`src/rtl/bitrev_reorder_buf_pkg.sv`:
```
// Shared types for the bit-reversed reorder buffer.
package bitrev_reorder_buf_pkg;

    // Read-out order latched per bank at the first sample of a frame
    typedef enum logic {
        ORDER_NATURAL  = 1'b0,
        ORDER_REVERSED = 1'b1
    } order_e;

    localparam int DATA_W_DEFAULT = 8;
    localparam int LOG2_N_DEFAULT = 3;

    function automatic order_e order_from_bit(input logic b);
        return b ? ORDER_REVERSED : ORDER_NATURAL;
    endfunction

endpackage

```
`src/rtl/bitrev_reorder_buf_bitrev_index.sv`:
```
// Combinational W-bit index bit reversal: bit k maps to bit W-1-k.
module bitrev_index #(
    parameter int W = 3
) (
    input  logic [W-1:0] idx_i,
    output logic [W-1:0] rev_o
);

    // Mirror the index bits
    always_comb begin
        rev_o = '0;
        for (int unsigned k = 0; k < W; k++) begin
            rev_o[W-1-k] = idx_i[k];
        end
    end

endmodule

```
`src/rtl/bitrev_reorder_buf.sv`:
```
// Ping-pong frame buffer emitting each N-sample frame in bit-reversed
// or natural order, with valid/ready flow control on both sides.
module bitrev_reorder_buf
    import bitrev_reorder_buf_pkg::*;
#(
    parameter int DATA_W = DATA_W_DEFAULT,
    parameter int LOG2_N = LOG2_N_DEFAULT
) (
    input  logic              clk,
    input  logic              rst_n,
    input  logic              rev_en,
    input  logic              in_valid,
    output logic              in_ready,
    input  logic [DATA_W-1:0] in_data,
    output logic              out_valid,
    input  logic              out_ready,
    output logic [DATA_W-1:0] out_data,
    output logic              out_last
);

    localparam int N = 1 << LOG2_N;
    localparam logic [LOG2_N-1:0] IDX_MAX = '1;
    localparam logic [LOG2_N-1:0] IDX_ONE = LOG2_N'(1);

    // Bank storage, addressed by {bank, idx}
    logic [DATA_W-1:0] mem_q [0:2*N-1];

    logic              wr_bank_q, wr_bank_d;
    logic [LOG2_N-1:0] wr_idx_q,  wr_idx_d;
    logic              rd_bank_q, rd_bank_d;
    logic [LOG2_N-1:0] rd_idx_q,  rd_idx_d;
    logic [1:0]        bank_full_q, bank_full_d;
    order_e            mode_q [2];
    order_e            mode_d [2];
    logic              out_valid_q, out_valid_d;
    logic              out_last_q,  out_last_d;
    logic [DATA_W-1:0] out_data_q,  out_data_d;

    logic              wr_fire;
    logic              rd_load;
    logic [LOG2_N-1:0] rd_idx_rev;
    logic [LOG2_N-1:0] rd_addr_idx;

    bitrev_index #(.W(LOG2_N)) u_rd_rev (
        .idx_i (rd_idx_q),
        .rev_o (rd_idx_rev)
    );

    assign in_ready    = ~bank_full_q[wr_bank_q];
    assign wr_fire     = in_valid & in_ready;
    assign rd_load     = bank_full_q[rd_bank_q] & (~out_valid_q | out_ready);
    assign rd_addr_idx = (mode_q[rd_bank_q] == ORDER_REVERSED) ? rd_idx_rev : rd_idx_q;

    assign out_valid = out_valid_q;
    assign out_last  = out_last_q;
    assign out_data  = out_data_q;

    // Next-state for write/read pointers, bank flags and output register.
    // Set and clear of bank_full never hit the same bank: a full write bank
    // blocks in_ready, and only a full bank can be read.
    always_comb begin
        wr_bank_d   = wr_bank_q;
        wr_idx_d    = wr_idx_q;
        rd_bank_d   = rd_bank_q;
        rd_idx_d    = rd_idx_q;
        bank_full_d = bank_full_q;
        mode_d[0]   = mode_q[0];
        mode_d[1]   = mode_q[1];
        out_valid_d = out_valid_q;
        out_last_d  = out_last_q;
        out_data_d  = out_data_q;

        if (wr_fire) begin
            wr_idx_d = wr_idx_q + IDX_ONE;
            if (wr_idx_q == '0) begin
                mode_d[wr_bank_q] = order_from_bit(rev_en);
            end
            if (wr_idx_q == IDX_MAX) begin
                bank_full_d[wr_bank_q] = 1'b1;
                wr_bank_d              = ~wr_bank_q;
            end
        end

        if (rd_load) begin
            out_valid_d = 1'b1;
            out_last_d  = (rd_idx_q == IDX_MAX);
            out_data_d  = mem_q[{rd_bank_q, rd_addr_idx}];
            rd_idx_d    = rd_idx_q + IDX_ONE;
            if (rd_idx_q == IDX_MAX) begin
                bank_full_d[rd_bank_q] = 1'b0;
                rd_bank_d              = ~rd_bank_q;
            end
        end else if (out_ready) begin
            out_valid_d = 1'b0;
            out_last_d  = 1'b0;
        end
    end

    // Control and output registers
    always_ff @(posedge clk or negedge rst_n) begin
        if (!rst_n) begin
            wr_bank_q   <= 1'b0;
            wr_idx_q    <= '0;
            rd_bank_q   <= 1'b0;
            rd_idx_q    <= '0;
            bank_full_q <= '0;
            mode_q[0]   <= ORDER_NATURAL;
            mode_q[1]   <= ORDER_NATURAL;
            out_valid_q <= 1'b0;
            out_last_q  <= 1'b0;
            out_data_q  <= '0;
        end else begin
            wr_bank_q   <= wr_bank_d;
            wr_idx_q    <= wr_idx_d;
            rd_bank_q   <= rd_bank_d;
            rd_idx_q    <= rd_idx_d;
            bank_full_q <= bank_full_d;
            mode_q[0]   <= mode_d[0];
            mode_q[1]   <= mode_d[1];
            out_valid_q <= out_valid_d;
            out_last_q  <= out_last_d;
            out_data_q  <= out_data_d;
        end
    end

    // Sample storage; contents are gated by bank_full so no reset is needed
    always_ff @(posedge clk) begin
        if (wr_fire) begin
            mem_q[{wr_bank_q, wr_idx_q}] <= in_data;
        end
    end

endmodule

```
`config.mk`:
```
export PLATFORM = sky130hd
export DESIGN_NAME = bitrev_reorder_buf
export DESIGN_NICKNAME = d
export VERILOG_FILES = /design/src/rtl/bitrev_reorder_buf_pkg.sv /design/src/rtl/bitrev_reorder_buf_bitrev_index.sv /design/src/rtl/bitrev_reorder_buf.sv
export SDC_FILE = /design/constraint.sdc
export NUM_CORES = 1
export LEC_CHECK = 0
export ABC_AREA = 0
export BUFFER_PORTS_ARGS = -buffer_cell sky130_fd_sc_hd__buf_2
export CORE_ASPECT_RATIO = 0.9
export CORE_MARGIN = 2
export CORE_UTILIZATION = 49
export DETAILED_ROUTE_END_ITERATION = 16
export GPL_ROUTABILITY_DRIVEN = 0
export MAX_ROUTING_LAYER = met4
export PLACE_DENSITY = 0.71
export SYNTH_ARGS = -nofsm -noshare
export SYNTH_HDL_FRONTEND = slang
export SYNTH_SLANG_ARGS = --single-unit
```
`constraint.sdc`:
```
create_clock -name clk -period 2.93 [get_ports clk]
set_input_delay 0.586 -clock clk [delete_from_list [all_inputs] [get_ports clk]]
set_output_delay 0.586 -clock clk [all_outputs]
set_load 0.01 [all_outputs]
```
### Word level (Yosys, flattened, before mapping)

Memory sizes are Yosys's and may differ from the RTL's. A register that Yosys moved wholly into a read port is not among the register bits.
Cells that the tools add are included.

* register bits: 14
* bits in writable memories: 128
* input port bits: 13
* output and inout bits: 11
* word-level logic and storage cells: 67
* memories: 1

* $add $sub $neg: 2
* magnitude comparators: 7
* eq/ne operators: 2
* mux-type cells: 25
* bitwise logic cells: 12
* reductions and logical operators: 9

Memories
* mem_q: words 16, width 8, rd ports 1, clocked after memory_dff 1, write ports 1, RTL line bitrev_reorder_buf.sv:26 `logic [DATA_W-1:0] mem_q [0:2*N-1];`

Operators with widths (count)
* $mux 1: 16
* $mux 2: 4
* $add 3x1->3 const B: 2
* $eq 3x3->1 const B: 2
* $reduce_and 2->1: 3
* $ge 2x2->1 const B: 2
* $lt 1x2->1 const B: 2
* $not 1->1: 4
* $not 1->2: 2
* $demux 1 s1: 3
* $logic_and 1x1->1: 3
* $logic_not 3->1: 1
* $mux 3: 1
* $and 1x1->1: 2
* $and 2x2->2: 1
* $bwmux 2: 1
* $ge 1x1->1 const B: 2
* $lt 2x1->1 const B: 1
* $not 2->2: 1
* $or 2x2->2: 1
* $reduce_bool 2->1: 1
* $logic_not 1->1: 1
* $or 1x1->1: 1

### Depth between registers and ports, before layout

Gate-level depths: netlist of the first run.

* word-level depth: 10
* gate-level depth with buffers: 9
* gate-level depth less buffers: 6

### Hierarchy

Synthesis of the first run repeated with hierarchy kept, for this count alone.

* cell total of the unflattened synthesis: 468
* area total of the unflattened synthesis: 6321.1 um2

Modules (own cells, without submodules)
* bitrev_reorder_buf: times used 1, cells an instance 465, area each 6298.5 um2, seq. area each 4394.2 um2
* bitrev_index: times used 1, cells an instance 3, area each 22.5 um2, seq. area each 0.0 um2

### Worst setup path after synthesis of the first run

No wires, ideal clock.

* path kind: register to register
* from: reg wr_bank_q
* to: reg mode_q[1] in the netlist's numbering
* setup time: 125 ps
* arrival: 2297 ps
* setup slack: 508 ps
* stages on the path, launching flop included: 7
* buffers on the path: 1
* path through: dfrtp_1 > mux2i_1 > and2_1 > clkbuf_1 > nand2_1 > nor3_1 > mux2_2

* elaborated cells between the ends (all ways): 12
* those cells by class: 2 x order compare; 5 x mux; 3 x bitwise; 2 x reduce/logical

RTL lines
* start: declaration: RTL line bitrev_reorder_buf.sv:28 `logic wr_bank_q, wr_bank_d;`
* start signal: assignment: RTL line bitrev_reorder_buf.sv:113 `wr_bank_q <= wr_bank_d;`
* $mux 1 (implied by the code) (2 in series): RTL line bitrev_reorder_buf.sv:49 `assign in_ready = ~bank_full_q[wr_bank_q];`
* $not 1->1: RTL line bitrev_reorder_buf.sv:49
* via in_ready: RTL line bitrev_reorder_buf.sv:13 `output logic in_ready,`
* $and 1x1->1: RTL line bitrev_reorder_buf.sv:50 `assign wr_fire = in_valid & in_ready;`
* $reduce_and 2->1 (no source line)
* end: declaration: RTL line bitrev_reorder_buf.sv:33 `order_e mode_q [2];`

The timed path passes the listed nets, and every way through them passes these cells. The select of a mux whose other input is x is not followed.
A chain may end at the register's enable or synchronous reset.

### Worst setup path after layout of the first run

* from: reg wr_bank_q
* to: mem mem_q[12][0] in the netlist's numbering, enable pin

* longest elaborated chain between the ends: 6

Ends and longest elaborated chain
* $mux 1 (implied by the code) (2 in series): RTL line bitrev_reorder_buf.sv:49
* $not 1->1: RTL line bitrev_reorder_buf.sv:49
* $and 1x1->1: RTL line bitrev_reorder_buf.sv:50
* $mux 1: RTL line bitrev_reorder_buf.sv:128 `if (wr_fire) begin`
* $mux 1 (implied by the code): RTL line bitrev_reorder_buf.sv:129 `mem_q[{wr_bank_q, wr_idx_q}] <= in_data;`
* end: declaration: RTL line bitrev_reorder_buf.sv:26

Parallel ways exist; a longest one is shown, timed or not. The select of a mux whose other input is x is not followed.

==> reports/metrics.csv, run 1 <==
metric;value;unit
most common cell after layout, fill and taps aside;edfxtp_1;
total of max-cap violations;0;
DRC viols;0;
Final setup viols;0;
setup ws final;406;ps
GRT Total Usage;23.4;%
Synth top area share;60.4;%
RSZ-0062 raised after global routing;false;
crit path kind;flip-flop to flip-flop;
number of antenna violations at the first check in global routing;0;
slew margin rel.;46.3;%
Leak Pwr;2.62;nW
Rows;39;
most frequent cells in the layout;128 x edfxtp_1, 37 x mux2i_1, 35 x nor2_1;
synthesized area;6370;sq um
Slowest cell on crit path;nor2_1;
Top FF cell, synth;edfxtp_1;
TritonCTS clock tree;built;
initial DRC count;409;
Final Hold Fails;0;
Final #Nets;476;
DRT met1 WL;6570;microns
first-pass GRT wire length;22500;microns
Seq cells post-synth;150;
sequential area share after synthesis;69.0;%
Fillers;989;
Switching Fraction;34.3;%
synth warn;0;
vias in the first global route;3834;
clk sink count;150;
CP startpoint kind;flip-flop;
die extent in x;124;microns
crit path DAT;2580;ps
Die H;112;microns
Crit Reg-Reg Startpoint;wr_bank_q;
Pre-antenna DRT Iters;5;
number of port buffers;23;
pre-CTS WS;420;ps
WP data required;2990;ps
Layout area overhead;16.2;%
H-tree levels;4;
routed wl met3;798;microns
Routed Antenna Nets;0;
starting density of the core;50.2;%
worst-margin pin slew;803;ps
die area;13900;sq um
power per cell area;1110;nW/um^2
DR top layer;met4;
reg2reg end;mem_q[12][0];
post_cts resized;0;
Post-CTS Hold Buffers;0;
Max FO, Critical Path;11;
via count;3806;
Max Buffers Root-to-Sink;2;
Clk pwr share;29.1;%
combinational power share;35.2;%
post-CTS setup buffers;0;
switching power;2.81;mW
number of flops mapped to enable cells by yosys;128;
dpl hpwl;9330;microns
Fin Clk Skew;8.55;ps
P_int;5.38;mW
largest stage delay on the critical path;660;ps
Async SR Flop Fraction;14.7;%
WL final;14500;microns
WL per Instance;22.9;microns
sequential power share;35.7;%
min Tclk post-route;2520;ps
CTS root buf;clkbuf_16;
clk slew on worst S/H paths;60;ps
worst path cell trace;mux2i_1, and2_1, nand2_1, nor2_1;
largest net degree at the start of global routing;54;
crit end category;flip-flop;
worst skew pair latency;430;ps
Final Hold Slack;135;ps
Syn Nets;436;
post-route clock period utilization;86.1;%
Worst Hold Class;primary input to asynchronous set/reset pin;
core area;12700;sq um
post-layout instance area;7400;sq um
r2r worst-path depth;4;
number of vias per cell;6.01;
GRT overflow;0;
setup TNS;0;ps
Inserted Clock Buffers;17;
library cells used by synthesis;50;
reg-to-reg slack, setup;410;ps
Cells after Synth;416;
Max Fclk;396;MHz
WL met2;6600;microns
share of post-route cells with drive strength above 1;20.7;%
synth top area cells;edfxtp_1 60%, dfrtp_1 8.6%, mux2i_1 5.8%;
max-slew violation count;0;
Max rail drop VDD;655;uV
IO Pins;24;
Yosys top cell by area;edfxtp_1;
outcome;finished clean;
Area after DPL;6760;sq um
synthesized area per cell;15.3;sq um
Antenna diodes;0;
power by group through the flow:
stage                     clock [mW]  combinational, mW  sequential [mW]
after floorplan                    0               2.10             2.83
after global placement             0               2.79             2.95
after detailed placement           0               2.83             2.96
after CTS                       2.40               2.86             2.92
after global routing            2.49               3.10             2.96
final                           2.38               2.89             2.92
cell families (layout without fill, tap and decap cells):
family | after synthesis | in the layout | share of synthesized area [%]
xor gates and xnor gates | 4 | 4 | 0.550
adders and majority gates | 7 | 7 | 1.38
and+or+nand+nor | 91 | 91 | 6.86
DFF | 150 | 150 | 69.0
AOI/OAI and AO/OA | 79 | 79 | 8.81
muxes | 58 | 58 | 11.3
buffers and inverters | 27 | 80 | 2.04
how the worst max path moves through the flow:
stage / from / endpoint
detailed placement: wr_bank_q / mem_q[12][5]
global route: wr_bank_q / mem_q[12][0]
global placement: wr_bank_q / mem_q[12][7]
finish: wr_bank_q / mem_q[12][0]
floorplan: wr_bank_q / mode_q[1]
CTS: wr_bank_q / mem_q[12][0]
worst max-delay path: cells and delay by family, from the launching register on:
| family | cells | cell delay, ps |
|---|---|---|
| flops | 1 | 610 |
| simple gates | 3 | 1280 |
| mux | 1 | 260 |
registers in the layout (all words and copies together), names as in the netlist:
| signal | flops |
|---|---|
| bank_full_q | 2 |
| mode_q | 2 |
| wr_idx_q | 3 |
| wr_bank_q | 1 |
| out_data | 8 |
| out_last | 1 |
| rd_idx_q | 3 |
| rd_bank_q | 1 |
| out_valid | 1 |
| mem_q | 128 |
per-stage QoR:
step | cells | util, % | power, mW
3_5_place_dp | 601 | 53.2 | 5.79
4_1_cts | 633 | 58.3 | 8.18
5_1_grt | 633 | 58.3 | 8.55
3_3_place_gp | 601 | 53.2 | 5.73
2_1_floorplan | 416 | - | 4.93
6_report | 633 | 58.3 | 8.19
Yosys cell counts, drive strengths merged (6+ instances only):
library cell and n:
nor3 10, a21oi 8, mux4 8, ha 7, nor2 35, o21ai 9, clkbuf 9, mux2i 40
edfxtp 128, o32ai 6, o22ai 22, buf 14, nand2 19, mux2 10, dfrtp 22
final cells by class:
class,instances,area (sq um),share of cell area (%)
Clock buffer,20,447,6.04
Multi-Input combinational cell,239,1840,24.9
Clock inverter,12,198,2.67
Sequential cell,150,4400,59.4
Tap cell,164,205,2.77
Timing Repair Buffer,44,298,4.02
Inverter,4,15.0,0.203
layer usage:
metal,track usage (%),vias to the layer above
li1,-,1718
met1,32.9,1914
met2,32.2,144
met3,4.78,30
met4,12.1,0
met5,-,-
Note: power is estimated with default switching activity, not from simulation.
==> inputs of run 2 (changes only) <==
--- a/config.mk
+++ b/config.mk
@@ -12,7 +12,6 @@
 export CORE_UTILIZATION = 49
 export DETAILED_ROUTE_END_ITERATION = 16
 export GPL_ROUTABILITY_DRIVEN = 0
-export MAX_ROUTING_LAYER = met4
 export PLACE_DENSITY = 0.71
 export SYNTH_ARGS = -nofsm -noshare
 export SYNTH_HDL_FRONTEND = slang
==> reports/metrics.csv, run 2 (synthesized netlist as in run 1, its figures left out) <==
metric;value;unit
CP startpoint kind;flip-flop;
post-layout instance area;7400;sq um
Final Hold Fails;0;
sequential power share;35.8;%
core area;12700;sq um
largest stage delay on the critical path;660;ps
Max Buffers Root-to-Sink;2;
combinational power share;35.1;%
setup ws final;407;ps
DR top layer;met4;
Worst Hold Class;primary input to asynchronous set/reset pin;
slew margin rel.;45.9;%
number of vias per cell;6.01;
IO Pins;24;
setup TNS;0;ps
vias in the first global route;3831;
WL per Instance;22.7;microns
GRT Total Usage;22.6;%
worst setup path start;wr_bank_q;
Max rail drop VDD;654;uV
dpl hpwl;9330;microns
Max FO, Critical Path;11;
crit end category;flip-flop;
die extent in x;124;microns
Die H;112;microns
Final Hold Slack;137;ps
Final setup viols;0;
Post-CTS Hold Buffers;0;
largest net degree at the start of global routing;54;
max-slew violation count;0;
worst skew pair latency;430;ps
routed wl met3;1040;microns
Inst Count DP;601;
Leak Pwr;2.62;nW
crit path kind;flip-flop to flip-flop;
Switching Fraction;34.2;%
WP data required;2980;ps
P_int;5.38;mW
Final #Nets;476;
CTS root buf;clkbuf_16;
Fillers;989;
Max Fclk;396;MHz
die area;13900;sq um
DRC viols;0;
RSZ-0062 raised after global routing;false;
number of antenna violations at the first check in global routing;0;
max reg flops;128;
via count;3807;
Pre-antenna DRT Iters;5;
initial DRC count;431;
share of post-route cells with drive strength above 1;20.7;%
worst-margin pin slew;809;ps
outcome;finished clean;
Layout area overhead;16.2;%
first-pass GRT wire length;22500;microns
WL met2;6540;microns
number of port buffers;23;
Antenna diodes;0;
clk slew on worst S/H paths;60;ps
Clk pwr share;29.1;%
switching power;2.80;mW
largest register by flop count;mem_q;
min Tclk post-route;2520;ps
Slowest cell on crit path;nor2_1;
starting density of the core;50.2;%
TritonCTS clock tree;built;
most common cell after layout, fill and taps aside;edfxtp_1;
DRT met1 WL;6260;microns
GRT overflow;0;
power per cell area;1100;nW/um^2
Inserted Clock Buffers;17;
total of max-cap violations;0;
crit path DAT;2580;ps
Routed Antenna Nets;0;
worst path cell trace;mux2i_1, and2_1, nand2_1, nor2_1;
non-filler cells, final;633;
Fin Clk Skew;7.38;ps
clk sink count;150;
pre-CTS WS;420;ps
post_cts resized;0;
Area after DPL;6760;sq um
post-route clock period utilization;86.1;%
post-CTS setup buffers;0;
most frequent cells in the layout;128 x edfxtp_1, 37 x mux2i_1, 35 x nor2_1;
H-tree levels;4;
WL final;14400;microns
Crit Reg-Reg Startpoint;wr_bank_q;
Rows;39;
[run 2: cell counts in the layout (fill, tap and decap cells not counted)]
Identical to the previous run, type by type.
[run 2: through the flow]
step                util [%]  total power, mW
floorplan                  -             4.93
detailed placement      53.2             5.79
global placement        53.2             5.73
finish                  58.3             8.18
CTS                     58.3             8.18
global route            58.3             8.54
[run 2: power by group through the flow]
stage / Combinational [mW] / Sequential [mW] / Clock [mW]
detailed placement: 2.83 / 2.96 / 0
global placement: 2.79 / 2.95 / 0
floorplan: 2.10 / 2.83 / 0
CTS: 2.86 / 2.92 / 2.40
global route: 3.10 / 2.96 / 2.48
finish: 2.87 / 2.92 / 2.38
[run 2: final timing paths]
kind	cells past startpoint	slack, ps	endpoint
hold / removal	1	140	bank_full_q[0]
hold reg to reg	1	500	out_data[1]
min in group clk	2	370	out_valid
setup reg to reg	4	410	mem_q[12][0]
max in group asynchronous	1	2390	rd_idx_q[1]
setup / recovery	4	410	mem_q[12][0]
[run 2: critical path: cells and delay by family, from the launching register on]
family           cells  cell delay, ps
AND/OR/NAND/NOR      3            1270
flip-flops           1             600
multiplexers         1             270
[run 2: final cells by class]
class	count	area (sq um)	area share, %
clock buffers	20	447	6.04
clock inverters	12	198	2.67
inverters	4	15.0	0.203
multi-input cells	239	1840	24.9
flip-flops and latches	150	4400	59.4
well taps	164	205	2.77
repair buffers	44	298	4.02
[run 2: routing by layer]
metal	GRT usage, %	vias up
li1	-	1721
met1	33.0	1888
met2	32.2	160
met3	4.47	38
met4	11.9	0
met5	0	-
